===== config.mk =====
export PLATFORM = sky130hd
export DESIGN_NAME = ir_tx_scheduler
export DESIGN_NICKNAME = d
export VERILOG_FILES = /design/src/rtl/ir_pkg.sv /design/src/rtl/ir_rr_arbiter.sv /design/src/rtl/ir_tx_scheduler.sv
export SDC_FILE = /design/constraint.sdc
export NUM_CORES = 1
export LEC_CHECK = 0
export CORE_AREA = 2 2 83 85
export DETAILED_ROUTE_END_ITERATION = 10
export DIE_AREA = 0 0 85 87
export PLACE_DENSITY = 0.78
export REMOVE_ABC_BUFFERS = 1
export SETUP_SLACK_MARGIN = 0.5
export SYNTH_ARGS = -nofsm -noshare
export SYNTH_HDL_FRONTEND = slang
export SYNTH_SLANG_ARGS = --single-unit
export TNS_END_PERCENT = 5

===== constraint.sdc =====
create_clock -name clk_in -period 2.7 [get_ports clk_in]
set_input_delay 0.405 -clock clk_in [delete_from_list [all_inputs] [get_ports clk_in]]
set_output_delay 0.405 -clock clk_in [all_outputs]
set_load 0.01 [all_outputs]

===== src/rtl/ir_pkg.sv =====
// Shared definitions for the IR transmit scheduler and the matching ir_decoder:
// state encoding, code width and default phase timings in clock cycles.
package ir_pkg;

  localparam int CODE_W = 32;

  localparam int SBD_DEF  = 900;
  localparam int SSD_DEF  = 450;
  localparam int BBD_DEF  = 60;
  localparam int BSD0_DEF = 60;
  localparam int BSD1_DEF = 160;
  localparam int GAP_DEF  = 500;

  // Encoding is fixed so that state_out reads the same with or without the gap feature
  typedef enum logic [2:0] {
    ST_IDLE         = 3'd0,
    ST_SYNC_BURST   = 3'd1,
    ST_SYNC_SILENCE = 3'd2,
    ST_BIT_BURST    = 3'd3,
    ST_BIT_SILENCE  = 3'd4,
    ST_STOP_BURST   = 3'd5,
    ST_GAP          = 3'd6
  } state_t;

  function automatic int max2(input int a, input int b);
    return (a > b) ? a : b;
  endfunction

endpackage


===== src/rtl/ir_rr_arbiter.sv =====
// Two-requester round-robin arbiter: combinational winner, registered priority
// pointer that moves to the other requester after every grant.
module ir_rr_arbiter (
  input  logic       clk,
  input  logic       rst,
  input  logic [1:0] req,
  input  logic       take,
  output logic [1:0] win
);

  logic ptr;

  // A lone request always wins; on a tie the pointer names the favoured requester
  always_comb begin
    win = 2'b00;
    case (req)
      2'b01:   win = 2'b01;
      2'b10:   win = 2'b10;
      2'b11:   win = ptr ? 2'b10 : 2'b01;
      default: win = 2'b00;
    endcase
  end

  always_ff @(posedge clk) begin
    if (rst) begin
      ptr <= 1'b0;
    end else if (take && (req != 2'b00)) begin
      ptr <= win[0];
    end
  end

endmodule


===== src/rtl/ir_tx_scheduler.sv =====
// IR packet transmitter shared by two requesters: sync burst/silence, 32 pulse-distance
// coded bits MSB first, stop burst. Define IR_TX_GAP_EN to add a post-packet GAP state.
module ir_tx_scheduler
  import ir_pkg::*;
#(
  parameter int SBD  = SBD_DEF,
  parameter int SSD  = SSD_DEF,
  parameter int BBD  = BBD_DEF,
  parameter int BSD0 = BSD0_DEF,
  parameter int BSD1 = BSD1_DEF,
  parameter int GAP  = GAP_DEF
) (
  input  logic              clk_in,
  input  logic              rst_in,
  input  logic [1:0]        req_in,
  input  logic [CODE_W-1:0] code0_in,
  input  logic [CODE_W-1:0] code1_in,
  output logic [1:0]        grant_out,
  output logic              signal_out,
  output logic              busy_out,
  output logic              done_out,
  output logic [2:0]        state_out
);

  localparam int MAXD = max2(max2(max2(SBD, SSD), max2(BBD, BSD0)), max2(BSD1, GAP));
  localparam int CW   = $clog2(MAXD + 1);

  localparam logic [CW-1:0] SBD_LD  = CW'(SBD - 1);
  localparam logic [CW-1:0] SSD_LD  = CW'(SSD - 1);
  localparam logic [CW-1:0] BBD_LD  = CW'(BBD - 1);
  localparam logic [CW-1:0] BSD0_LD = CW'(BSD0 - 1);
  localparam logic [CW-1:0] BSD1_LD = CW'(BSD1 - 1);
  localparam logic          STOP_ONE_CYCLE = (BBD == 1);
`ifdef IR_TX_GAP_EN
  localparam logic [CW-1:0] GAP_LD  = CW'(GAP - 1);
`endif

  state_t            state;
  logic [CW-1:0]     cnt;
  logic [CODE_W-1:0] shreg;
  logic [4:0]        bit_idx;
  logic [1:0]        win;
  logic              take;

  assign take      = (state == ST_IDLE) && (req_in != 2'b00);
  assign state_out = state;

  ir_rr_arbiter u_arb (
    .clk  (clk_in),
    .rst  (rst_in),
    .req  (req_in),
    .take (take),
    .win  (win)
  );

  // Each phase loads duration-1 on entry and advances when the counter reaches zero,
  // so phases abut with no idle cycles; all outputs are registered with the state.
  always_ff @(posedge clk_in) begin
    if (rst_in) begin
      state      <= ST_IDLE;
      cnt        <= '0;
      shreg      <= '0;
      bit_idx    <= '0;
      grant_out  <= 2'b00;
      signal_out <= 1'b1;
      busy_out   <= 1'b0;
      done_out   <= 1'b0;
    end else begin
      grant_out <= 2'b00;
      done_out  <= 1'b0;
      case (state)
        ST_IDLE: begin
          if (take) begin
            shreg      <= win[1] ? code1_in : code0_in;
            grant_out  <= win;
            state      <= ST_SYNC_BURST;
            cnt        <= SBD_LD;
            bit_idx    <= 5'd31;
            signal_out <= 1'b0;
            busy_out   <= 1'b1;
          end
        end

        ST_SYNC_BURST: begin
          if (cnt == '0) begin
            state      <= ST_SYNC_SILENCE;
            cnt        <= SSD_LD;
            signal_out <= 1'b1;
          end else begin
            cnt <= cnt - 1'b1;
          end
        end

        ST_SYNC_SILENCE: begin
          if (cnt == '0) begin
            state      <= ST_BIT_BURST;
            cnt        <= BBD_LD;
            signal_out <= 1'b0;
          end else begin
            cnt <= cnt - 1'b1;
          end
        end

        ST_BIT_BURST: begin
          if (cnt == '0) begin
            state      <= ST_BIT_SILENCE;
            cnt        <= shreg[CODE_W-1] ? BSD1_LD : BSD0_LD;
            signal_out <= 1'b1;
          end else begin
            cnt <= cnt - 1'b1;
          end
        end

        ST_BIT_SILENCE: begin
          if (cnt == '0) begin
            cnt        <= BBD_LD;
            signal_out <= 1'b0;
            if (bit_idx == 5'd0) begin
              state    <= ST_STOP_BURST;
              done_out <= STOP_ONE_CYCLE;
            end else begin
              state   <= ST_BIT_BURST;
              shreg   <= {shreg[CODE_W-2:0], 1'b0};
              bit_idx <= bit_idx - 1'b1;
            end
          end else begin
            cnt <= cnt - 1'b1;
          end
        end

        // done_out is raised one edge early so it lines up with the final stop cycle
        ST_STOP_BURST: begin
          if (cnt == '0) begin
            signal_out <= 1'b1;
`ifdef IR_TX_GAP_EN
            state      <= ST_GAP;
            cnt        <= GAP_LD;
`else
            state      <= ST_IDLE;
            busy_out   <= 1'b0;
`endif
          end else begin
            cnt      <= cnt - 1'b1;
            done_out <= (cnt == CW'(1));
          end
        end

        ST_GAP: begin
`ifdef IR_TX_GAP_EN
          if (cnt == '0) begin
            state    <= ST_IDLE;
            busy_out <= 1'b0;
          end else begin
            cnt <= cnt - 1'b1;
          end
`else
          state    <= ST_IDLE;
          busy_out <= 1'b0;
`endif
          signal_out <= 1'b1;
        end

        default: begin
          state      <= ST_IDLE;
          busy_out   <= 1'b0;
          signal_out <= 1'b1;
        end
      endcase
    end
  end

endmodule


# --- Yosys cells after proc, flatten, opt, wreduce, memory -nomap -nowiden ---
# Index checks and enable logic that the tools add are counted.
op_classes:
  addsub: 2
  eq_ne: 19
  mux: 32
  bitwise_logic: 4
  n_reduce_logical: 18
ops:
  columns: ["op", "n"]
  rows:
  - ["$mux 32", 4]
  - ["$pmux 32 s2", 1]
  - ["$mux 10", 5]
  - ["$pmux 10 s5", 1]
  - ["$mux 3", 7]
  - ["$pmux 3 s6", 1]
  - ["$mux 5", 3]
  - ["$ne 2x2->1 const B", 7]
  - ["$eq 10x1->1 const B", 1]
  - ["$logic_not 10->1", 1]
  - ["$pmux 5 s2", 1]
  - ["$sub 10x1->10 const B", 1]
  - ["$reduce_and 3->1", 3]
  - ["$reduce_or 3->1", 3]
  - ["$mux 8", 1]
  - ["$eq 3x2->1 const B", 2]
  - ["$eq 3x3->1 const B", 2]
  - ["$ne 2x1->1 const B", 3]
  - ["$pmux 1 s3", 2]
  - ["$pmux 2 s3", 1]
  - ["$reduce_and 6->1", 1]
  - ["$logic_not 5->1", 1]
  - ["$reduce_bool 5->1", 1]
  - ["$sub 5x1->5 const B", 1]
  - ["12 further kinds", 21]
totals:
  reg_bits: 56
  inputBits: 68
  out_inout_bits: 8
  elab_cells: 84

# --- Logic depth before layout (Yosys ltp) ---
# Gate-level depths: netlist of the first run.
logic_depth:
  depth_word: 5
  mapped_depth: 9
  depth_no_buf: 7

# --- Hierarchy ---
# A second synthesis of the first run with hierarchy kept.
hier_totals:
  hier_cells: 395
  hier_area_um2: 3160.5
by_module_without_submodules:
  columns: ["mod", "n_inst", "cells_per_inst", "area_per_inst_um2", "seq_area_each_um2"]
  rows:
  - ["ir_tx_scheduler", 1, 388, 3095.5, 1101.1]
  - ["ir_rr_arbiter", 1, 7, 65.1, 20.0]

# --- Worst setup path before layout of the first run ---
# Ideal clock, no wire load.
synth_path:
  kind: "flip-flop to flip-flop"
  from: "register cnt[0]"
  to: "register cnt[5]"
  setup_ns: 0.132
  arrival_ns: 2.119
  t_required_ns: 2.568
  setup_slack_ns: 0.449
  path_stages_with_launch: 10
  n_path_buf: 2
  period_less_slack_ns: 2.251
  path_cell_list: "dfxtp_1 -> inv_1 -> ha_1 -> or4b_1 -> buf_2 -> or3_1 -> buf_2 -> a221oi_1 -> o21a_1 -> nor3_1"
synth_between:
  elab_chain_len: 3
  elab_cells_between_ends: 9
  cone_classes: "add/sub: 1; eq/ne: 1; mux: 5; reduce/logical: 2"
synth_rtl:
  columns: ["element", "line", "rtl"]
  rows:
  - ["from (decl)", "ir_tx_scheduler.sv:39", "logic [CW-1:0] cnt;"]
  - ["from (signal assigned)", "ir_tx_scheduler.sv:90", "cnt <= cnt - 1'b1;"]
  - ["from (signal assigned)", "ir_tx_scheduler.sv:100", "cnt <= cnt - 1'b1;"]
  - ["from (signal assigned)", "ir_tx_scheduler.sv:107", "cnt <= shreg[CODE_W-1] ? BSD1_LD : BSD0_LD;"]
  - ["$sub 10x1->10 / $logic_not 10->1 (equally long branches)", null, null]
  - ["$mux 10, or another cell as far along", "ir_tx_scheduler.sv:133", "if (cnt == '0) begin"]
  - ["$pmux 10 s5 / $reduce_and 3->1 (equally long branches)", null, null]
# Several ways; a longest one is shown, not always the timed one. The select of a mux whose other input is x is not followed.
# A chain may end at the register's enable or synchronous reset.

# --- Final worst setup path of the first run ---
layout_path:
  from: "register cnt[1]"
  to: "register shreg[12]"
layout_between:
  elab_chain_len: 3
layout_rtl:
  columns: ["element", "line", "rtl"]
  rows:
  - ["$logic_not 10->1", "ir_tx_scheduler.sv:115", "if (cnt == '0) begin"]
  - ["$ne 2x2->1 (no source line)", null, null]
  - ["$reduce_and 4->1 (no source line)", null, null]
  - ["to (signal assigned)", "ir_tx_scheduler.sv:74", "shreg <= win[1] ? code1_in : code0_in;"]
  - ["to (signal assigned)", "ir_tx_scheduler.sv:123", "shreg <= {shreg[CODE_W-2:0], 1'b0};"]
  - ["to (decl)", "ir_tx_scheduler.sv:40", "logic [CODE_W-1:0] shreg;"]
# No other way between the ends.

==> results of run 1 <==
-- worst paths after layout --
path,from,end,slack (ps),cells past startpoint
worst max-delay path,cnt[1],shreg[12],460,8
worst max register to register,cnt[1],shreg[12],460,8
worst min-delay path,shreg[24],shreg[24],460,2
worst min register to register,shreg[24],shreg[24],460,2
-- power by group through the flow --
stage | logic [W] | clock network, W | registers (W)
final | 0.00114 | 0.000553 | 0.00108
after global routing | 0.00123 | 0.000589 | 0.00110
after CTS | 0.000952 | 0.000559 | 0.00107
after detailed placement | 0.000937 | 0 | 0.00109
after global placement | 0.000917 | 0 | 0.00108
after floorplan | 0.000620 | 0 | 0.00108
-- worst min-delay path: cells and delay by family, from the launching register on --
family             cells  cell delay [ps]
DFF                    1              320
AOI/OAI and AO/OA      1               50
and+or+nand+nor        1               50
-- final cells by class --
| class | count | area (µm²) |
|---|---|---|
| flip-flops and latches | 56 | 1126 |
| clock inverters | 3 | 42.54 |
| well taps | 80 | 100.1 |
| fillers | 552 | 2281 |
| repair buffers | 97 | 1003 |
| multi-input cells | 289 | 1916 |
| clock buffers | 5 | 68.82 |
| inverters | 7 | 31.28 |
-- cell families after synthesis --
family | count (synthesis) | synth area share [%]
AND/OR/NAND/NOR | 133 | 19.93
flip-flops | 56 | 35.85
AO/OA/AOI/OAI | 117 | 26.05
multiplexers | 32 | 10.28
XOR/XNOR | 3 | 0.8405
adder cells (fa/ha/maj) | 4 | 1.601
buffers and inverters | 38 | 5.442
-- sequential cells by signal, indices dropped and copies added (netlist names) --
name	flops
shreg	32
grant_out	2
signal_out	1
done_out	1
busy_out	1
u_arb.ptr	1
cnt	10
bit_idx	5
state_out	3
-- routing by layer --
layer / vias up / GRT usage (%) / routed length [µm]
li1: 1531 / - / -
met1: 1460 / 26.89 / 3632
met2: 113 / 35.01 / 4312
met3: 13 / 4.834 / 631
met4: 0 / 5.772 / 118
met5: - / 0 / 0
-- through the flow --
stage / setup TNS, ps / std cells / power [W]
detailed placement: 0 / 517 / 0.002025
finish: 0 / 537 / 0.002777
floorplan: -64720 / 352 / 0.001697
global route: 0 / 537 / 0.002925
global placement: 0 / 517 / 0.002000
CTS: 0 / 525 / 0.002583
-- repair_timing --
| item | in CTS | in global routing |
|---|---|---|
| pin swaps | 3 | 20 |
| resized for setup | 3 | 21 |
| endpoints found under the setup margin | 51 | 48 |
| setup buffers | 0 | 6 |
| cloned | 0 | 6 |
| hold buffers | 0 | 0 |
-- layout by cell type, fill, tap and decap left out, drive strengths merged, types with 3 or more instances in the layout --
| cell type | count |
|---|---|
| or2 | 3 |
| nor2b | 5 |
| a22oi | 3 |
| xor2 | 3 |
| ha | 4 |
| buf | 20 |
| clkdlybuf4s50 | 74 |
| o21ai | 14 |
| a211o | 31 |
| clkbuf | 8 |
| a211oi | 3 |
| nor2 | 49 |
| nand3 | 11 |
| o31ai | 4 |
| nor3 | 12 |
| inv | 7 |
| a21oi | 45 |
| nand2 | 38 |
| mux2i | 31 |
| a31oi | 3 |
| dfxtp | 56 |
==> out/results.ini, run 1 <==
[clocking]
path_clk_slew_ps=100
cts_max_level=2
clock_sinks=56
cts-root-buf=clkbuf_8
clk_path_buf_depth=2
numCtsBuffers=5
cts_tree=done
clk_latency_ps=310

[cells_and_area]
final_cell_area_um2=4288
syn_to_final_growth_pct=37.13
drive_above_1_share_pct=13.13
fin_util_pct=65.28
antenna_cells=0
final_nets=528

[power]
power_leakage_nw=1.832
p_sw_w=0.0009743
switching_share_pct=35.09
internal-power_w=0.001802
pwr-share-clk_pct=19.9
comb_power_share_pct=41.1
powerDensity_nw_per_um2=647.6
ir_drop_mv=0.4132
pwr-share-seq_pct=39.0

[floorplanning]
dieArea_um2=7395
die_y_um=87
start_util_pct=47.60
design.core.area_um2=6569
io_pins=76
die_x_um=85
fp-row-count=30

[routing]
route.detailed.drc=0
totalWireLength_um=8694
drtIter0Drc=231
via_per_inst=5.804
drtAntennaViolNets=0
via_count=3117
first_pass_iters=5
wire_per_inst_um=16.19

[worst_setup_path]
cp_data_required_time_ps=2950
path_delay_family=simple AND/OR/NAND/NOR gates
cp_slowest_cell=or4b_4
start_kind=flip-flop
crit_fanout=8
cp_num_buf_inv=2
crit_chain=inv_4 > ha_4 > or4b_4 > nor3_4 > a21oi_4 > buf_12 > a211o_1 > a21oi_2
criticalPathCategory=flip-flop to flip-flop
max_stage_delay_ps=520
crit_arrival_ps=2490
cp-end-kind=flip-flop

[synth]
async_flop_share_pct=0
synth-edff-count=0
ys_seq_area_share_pct=35.85
synth_area_um2=3127
synth_cell_types=52
avgSynthCellArea_um2=8.164
yosysMostFrequentCell=dfxtp_1
yosysWarningCount=0
yosysTopAreaCellShare_pct=35.85
synth.area.top_cells=dfxtp_1, mux2i_1, a211o_1
yosysTopAreaCell=dfxtp_1
synthCells=383
synth_common_cells=dfxtp_1, nor2_1, a21oi_1
ys_ff_latch=56
ys.flop_type=dfxtp_1

[sta]
min_period_ps=2237
final-hold-violation-count=0
rsz0062_at_grt=yes
hold_slack_ps=456.1
post-route-period-util_pct=82.84
slew_headroom_pct=60.35
tightest_slew_ps=590.3
final-setup-viol-count=0
worst_slack_ps=463.3
slew_violations=0
clock_skew_ps=5.127
fmax_mhz=447.1

[placed_design]
place_area_um2=3940
dpl.hpwl_um=5265
post-place-ws_ps=212.9
portBuffers=75
gp_congestion=0.9262

[global_route]
grt_pass1_wl_um=12660
grt_pass1_vias=2699
grt-ovfl-total=0
grt_use_total_pct=20.82
grt_max_degree=64
antenna_found_initial=0

[min_path]
hp-class=flip-flop to flip-flop

[job]
drv_cap=0

[run_status]
outcome=complete, no violations

Power figures use the tool's default switching activity.
==> inputs of run 2 (changes only) <==
==> constraint.sdc (replaced) <==
create_clock -name clk_in -period 2.18 [get_ports clk_in]
set_input_delay 0.327 -clock clk_in [delete_from_list [all_inputs] [get_ports clk_in]]
set_output_delay 0.327 -clock clk_in [all_outputs]
set_load 0.01 [all_outputs]
==> run 2 against run 1 <==
- sequential power increased by 22%
- wire length increased by 0.32%
- sequential share of layout area decreased by 1.2 points
- die area unchanged
- flip-flop and latch count unchanged
- register-to-register slack got worse by 430 ps
- setup slack got worse by 430 ps
==> out/results.ini, run 2 (synthesis gave the netlist of run 1 again) <==
[routing]
dr_wl_met2_um=4278
via_per_inst=5.831
drtIter0Drc=193
highest_layer=met4
drtAntennaViolNets=0
first_pass_iters=5
wire_per_inst_um=15.89
wl_met3_um=580
route.detailed.drc=0
wl_met1_um=3738
totalWireLength_um=8722
via_count=3201

[power]
finalPower_w=0.003564
power_leakage_nw=1.951
powerDensity_nw_per_um2=792.9
ir_drop_mv=0.4704

[global_route]
grt_pass1_vias=2999
grt_max_degree=63
grt_pass1_wl_um=14170
antenna_found_initial=0
grt-ovfl-total=0
grt_use_total_pct=23.53

[clocking]
clock_sinks=56
cts-root-buf=clkbuf_8
path_clk_slew_ps=100
cts_tree=done
cts_max_level=2
clk_path_buf_depth=2
numCtsBuffers=5
clk_latency_ps=320

[cells_and_area]
largest_register=shreg
drive_above_1_share_pct=18.76
final_cell_mix=clkdlybuf4s50_1, dfxtp_1, nor2_1
largest_reg_flops=32
reg_top3=shreg x32, cnt x10, bit_idx x5
final_nets=540
fin_util_pct=68.42
layout_commonest_cell=clkdlybuf4s50_1
antenna_cells=0
syn_to_final_growth_pct=43.74
n_fill_cell=529

[sta]
post-route-period-util_pct=98.58
slew_violations=0
rsz0062_at_grt=yes
setup-tns-final_ps=0
final-setup-viol-count=0
final-hold-violation-count=0
clock_skew_ps=4.539
slew_headroom_pct=61.37
min_period_ps=2149
fmax_mhz=465.3
tightest_slew_ps=573.4

[worst_setup_path]
cp-end-kind=flip-flop
reg2reg_depth=9
criticalPathCategory=flip-flop to flip-flop
crit_arrival_ps=2400
crit_fanout=10
cp_data_required_time_ps=2430
start_kind=flip-flop

[placed_design]
dpl.hpwl_um=5461
gp_congestion=0.9001
portBuffers=75

[floorplanning]
design.core.area_um2=6569
start_util_pct=47.60
die_x_um=85
die_y_um=87
io_pins=76
dieArea_um2=7395
fp-row-count=30

[min_path]
hp-class=flip-flop to flip-flop
hold_depth=2

[run_status]
outcome=complete, no violations

[job]
drv_cap=0

[run 2: changes by cell type in the layout (fill, tap and decap cells not counted), sizes merged, moves of 2 or more]
cell and delta:
clkbuf -2, buf +14, dlymetal6s2s +3, clkdlybuf4s50 -3
[run 2: per-layer routing]
| layer | up-vias | track usage [%] |
|---|---|---|
| li1 | 1558 | - |
| met1 | 1522 | 30.11 |
| met2 | 110 | 39.77 |
| met3 | 11 | 4.739 |
| met4 | 0 | 7.792 |
| met5 | - | 0 |
[run 2: timing repair]
action | 4_1_cts | 5_1_grt
gates resized for setup | 28 | 31
pin swaps | 20 | 42
hold buffers | 0 | 0
endpoints found under the setup margin | 55 | 56
gates cloned | 3 | 0
buffers inserted | 8 | 0
[run 2: worst max-delay path, stage by stage, from the launching register on]
cell and delay, ps:
dfxtp_2 340, inv_2 80, ha_4 140, or4b_4 490
nor3_4 230, a21oi_4 100, buf_6 160, buf_12 140
a211o_1 250, a21oi_2 160
[run 2: area by class of cell]
cell class	count	area (µm²)	area share, %
Multi-Input combinational cell	289	1997	44.43
Timing Repair Buffer	109	1145	25.47
Sequential cell	56	1126	25.06
Tap cell	80	100.1	2.227
Clock buffer	6	82.58	1.837
Inverter	7	28.78	0.6403
Clock inverter	2	15.01	0.3341
[run 2: power breakdown]
part	internal, W	total (W)	switching, W
clock network	0.000258	0.000607	0.000349
registers	0.00120	0.00132	0.000120
logic	0.000838	0.00164	0.000803
[run 2: final timing paths]
kind | end | slack, ps | start
max | shreg[28] | 30 | cnt[1]
min | shreg[21] | 460 | shreg[21]
max reg2reg | shreg[28] | 30 | cnt[1]
min reg2reg | shreg[21] | 460 | shreg[21]
[run 2: through the flow]
stage | std cells | instance area (µm²) | hold WS [ps] | setup slack, ps
2_1_floorplan | 352 | 2983 | 396.1 | -2333
3_3_place_gp | 530 | 4050 | 438.3 | -83.64
3_5_place_dp | 530 | 4050 | 443.5 | -198.1
4_1_cts | 549 | 4389 | 457.4 | 117.4
5_1_grt | 549 | 4494 | 480.1 | -2.639
6_report | 549 | 4494 | 461.3 | 30.99
==> inputs of run 3 (changes only) <==
--- a/config.mk
+++ b/config.mk
@@ -5,10 +5,12 @@
 export SDC_FILE = /design/constraint.sdc
 export NUM_CORES = 1
 export LEC_CHECK = 0
-export CORE_AREA = 2 2 83 85
+export CORE_AREA = 2 2 82 84
+export CTS_BUF_LIST = sky130_fd_sc_hd__clkbuf_4 sky130_fd_sc_hd__clkbuf_8
+export CTS_CLUSTER_SIZE = 16
 export DETAILED_ROUTE_END_ITERATION = 10
-export DIE_AREA = 0 0 85 87
-export PLACE_DENSITY = 0.78
+export DIE_AREA = 0 0 84 86
+export PLACE_DENSITY = 0.8
 export REMOVE_ABC_BUFFERS = 1
 export SETUP_SLACK_MARGIN = 0.5
 export SYNTH_ARGS = -nofsm -noshare
==> run 3 against run 2 <==
- clock skew is 3.9 ps higher
- flip-flop and latch count stayed put
- design area is 3.7% lower
- combinational power is 13% lower
- via count is 2.4% lower
- setup slack better by 55 ps
- clock-buffer cell count is 1 lower
- global-route usage is 1.7 points lower
- utilization is 0.53 points higher
- critical path type unchanged
- critical endpoint is now cnt[1]
- largest cell class unchanged
- highest routed layer unchanged
==> out/results.ini, run 3 (synthesis gave the netlist of run 1 again) <==
[sta]
slew_violations=0
post-route-period-util_pct=96.08
min_period_ps=2094
tightest_slew_ps=612.9
final-setup-viol-count=0
clock_skew_ps=8.408
worst_slack_ps=85.55
rsz0062_at_grt=yes
fmax_mhz=477.5
setup-tns-final_ps=0
final-hold-violation-count=0
slew_headroom_pct=58.82
hold_slack_ps=439.2

[routing]
drtIter0Drc=190
via_per_inst=5.751
wire_per_inst_um=14.51
totalWireLength_um=7881
via_count=3123
route.detailed.drc=0
drtAntennaViolNets=0
first_pass_iters=4

[floorplanning]
die_x_um=84
design.core.area_um2=6277
dieArea_um2=7224
io_pins=76
start_util_pct=49.81
fp-row-count=29
die_y_um=86

[clocking]
cts_max_level=2
cts_hold_buffers=0
path_clk_slew_ps=100
cts_tree=done
clk_latency_ps=300
clock_sinks=56
cts-root-buf=clkbuf_8
clk_path_buf_depth=2
numCtsBuffers=5

[global_route]
grt_pass1_wl_um=12990
grt_pass1_vias=2781
grt_max_degree=63
grt_use_total_pct=21.78
antenna_found_initial=0
grt-ovfl-total=0

[cells_and_area]
final_cell_mix=clkdlybuf4s50_1, dfxtp_1, nor2_1
drive_above_1_share_pct=14.16
n_fill_cell=519
antenna_cells=0
final_nets=537
syn_to_final_growth_pct=38.42
largest_reg_flops=32
largest_register=shreg
fin_cells=543
layout_commonest_cell=clkdlybuf4s50_1
reg_top3=shreg x32, cnt x10, bit_idx x5

[job]
drv_cap=0

[placed_design]
dpl.hpwl_um=5585
gp_congestion=0.9603
post-place-ws_ps=-80.35
dp.cells=532
portBuffers=75

[worst_setup_path]
start_kind=flip-flop
timing.rr.start=cnt[1]
cp_data_required_time_ps=2430
crit_arrival_ps=2340
criticalPathCategory=flip-flop to flip-flop
cp-end-kind=flip-flop
reg2reg_depth=11
timing.rr.end=cnt[1]
cp_slowest_cell=or4b_4
max_stage_delay_ps=460
cpMostUsedCell=buf_6
crit_fanout=6
crit_chain=inv_2 > ha_4 > or4b_4 > buf_6 > nor3_4 > buf_6 > buf_12 > buf_6 > a211oi_4 > o21ai_1 > o2111a_1
rrSetupSlack_ps=90

[power]
ir_drop_mv=0.4623
power_leakage_nw=1.898
powerDensity_nw_per_um2=785.1

[min_path]
hp-class=input port to flip-flop
hp-start=rst_in
holdPathEnd=state_out[1]
hold_depth=2

[run_status]
outcome=complete, no violations

run 3: metal layers:
layer	up-vias	share of wire (%)	track usage, %
met5	-	0	0
met4	0	0.52	6.158
met3	4	6.3	4.524
met2	92	50	36.15
met1	1481	43	28.88
li1	1546	-	-
run 3: through the flow:
stage / instance area [µm²] / util [%] / power, W
detailed placement: 4084 / 65.06 / 0.002630
floorplan: 2983 / - / 0.002102
global placement: 4084 / 65.06 / 0.002591
CTS: 4289 / 68.33 / 0.003387
global route: 4328 / 68.95 / 0.003614
finish: 4328 / 68.95 / 0.003398
run 3: area by class of cell:
| class | count | area, µm² | area share (%) |
|---|---|---|---|
| multi-input combinational | 289 | 1911 | 44.15 |
| sequential | 56 | 1124 | 25.96 |
| inverter | 7 | 26.28 | 0.6071 |
| clock buffer | 5 | 68.82 | 1.590 |
| tap | 77 | 96.34 | 2.226 |
| clock inverter | 3 | 42.54 | 0.9829 |
| timing repair buffer | 106 | 1060 | 24.49 |
run 3: what timing repair did:
item                       4_1_cts  5_1_grt
setup endpoints to repair       55       57
resized for setup               17       11
pin swaps                        6        0
setup buffers                    3        0
run 3: worst max path at each step:
stage               startpoint           end  slack [ps]  cells past startpoint
finish                  cnt[1]        cnt[1]          90                     11
global route            cnt[1]        cnt[1]         -30                     11
CTS                     cnt[1]  state_out[1]          90                     10
detailed placement      cnt[0]    bit_idx[4]         -80                      9
global placement        cnt[0]        cnt[1]           6                      7
floorplan            req_in[0]     shreg[10]       -2330                      5
run 3: critical path, delay by kind of cell (launching register included):
family	cells	cell delay (ps)
flip-flops	1	330
AND/OR/NAND/NOR	2	640
adder cells (fa/ha/maj)	1	130
AO/OA/AOI/OAI	3	330
buffers and inverters	5	610
run 3: power breakdown:
part           leakage (nW)  internal (W)  switching (W)
Sequential            0.462       0.00119       0.000108
Clock                0.0541      0.000340       0.000326
Combinational          1.38      0.000716       0.000715
Total                  1.90       0.00225        0.00115
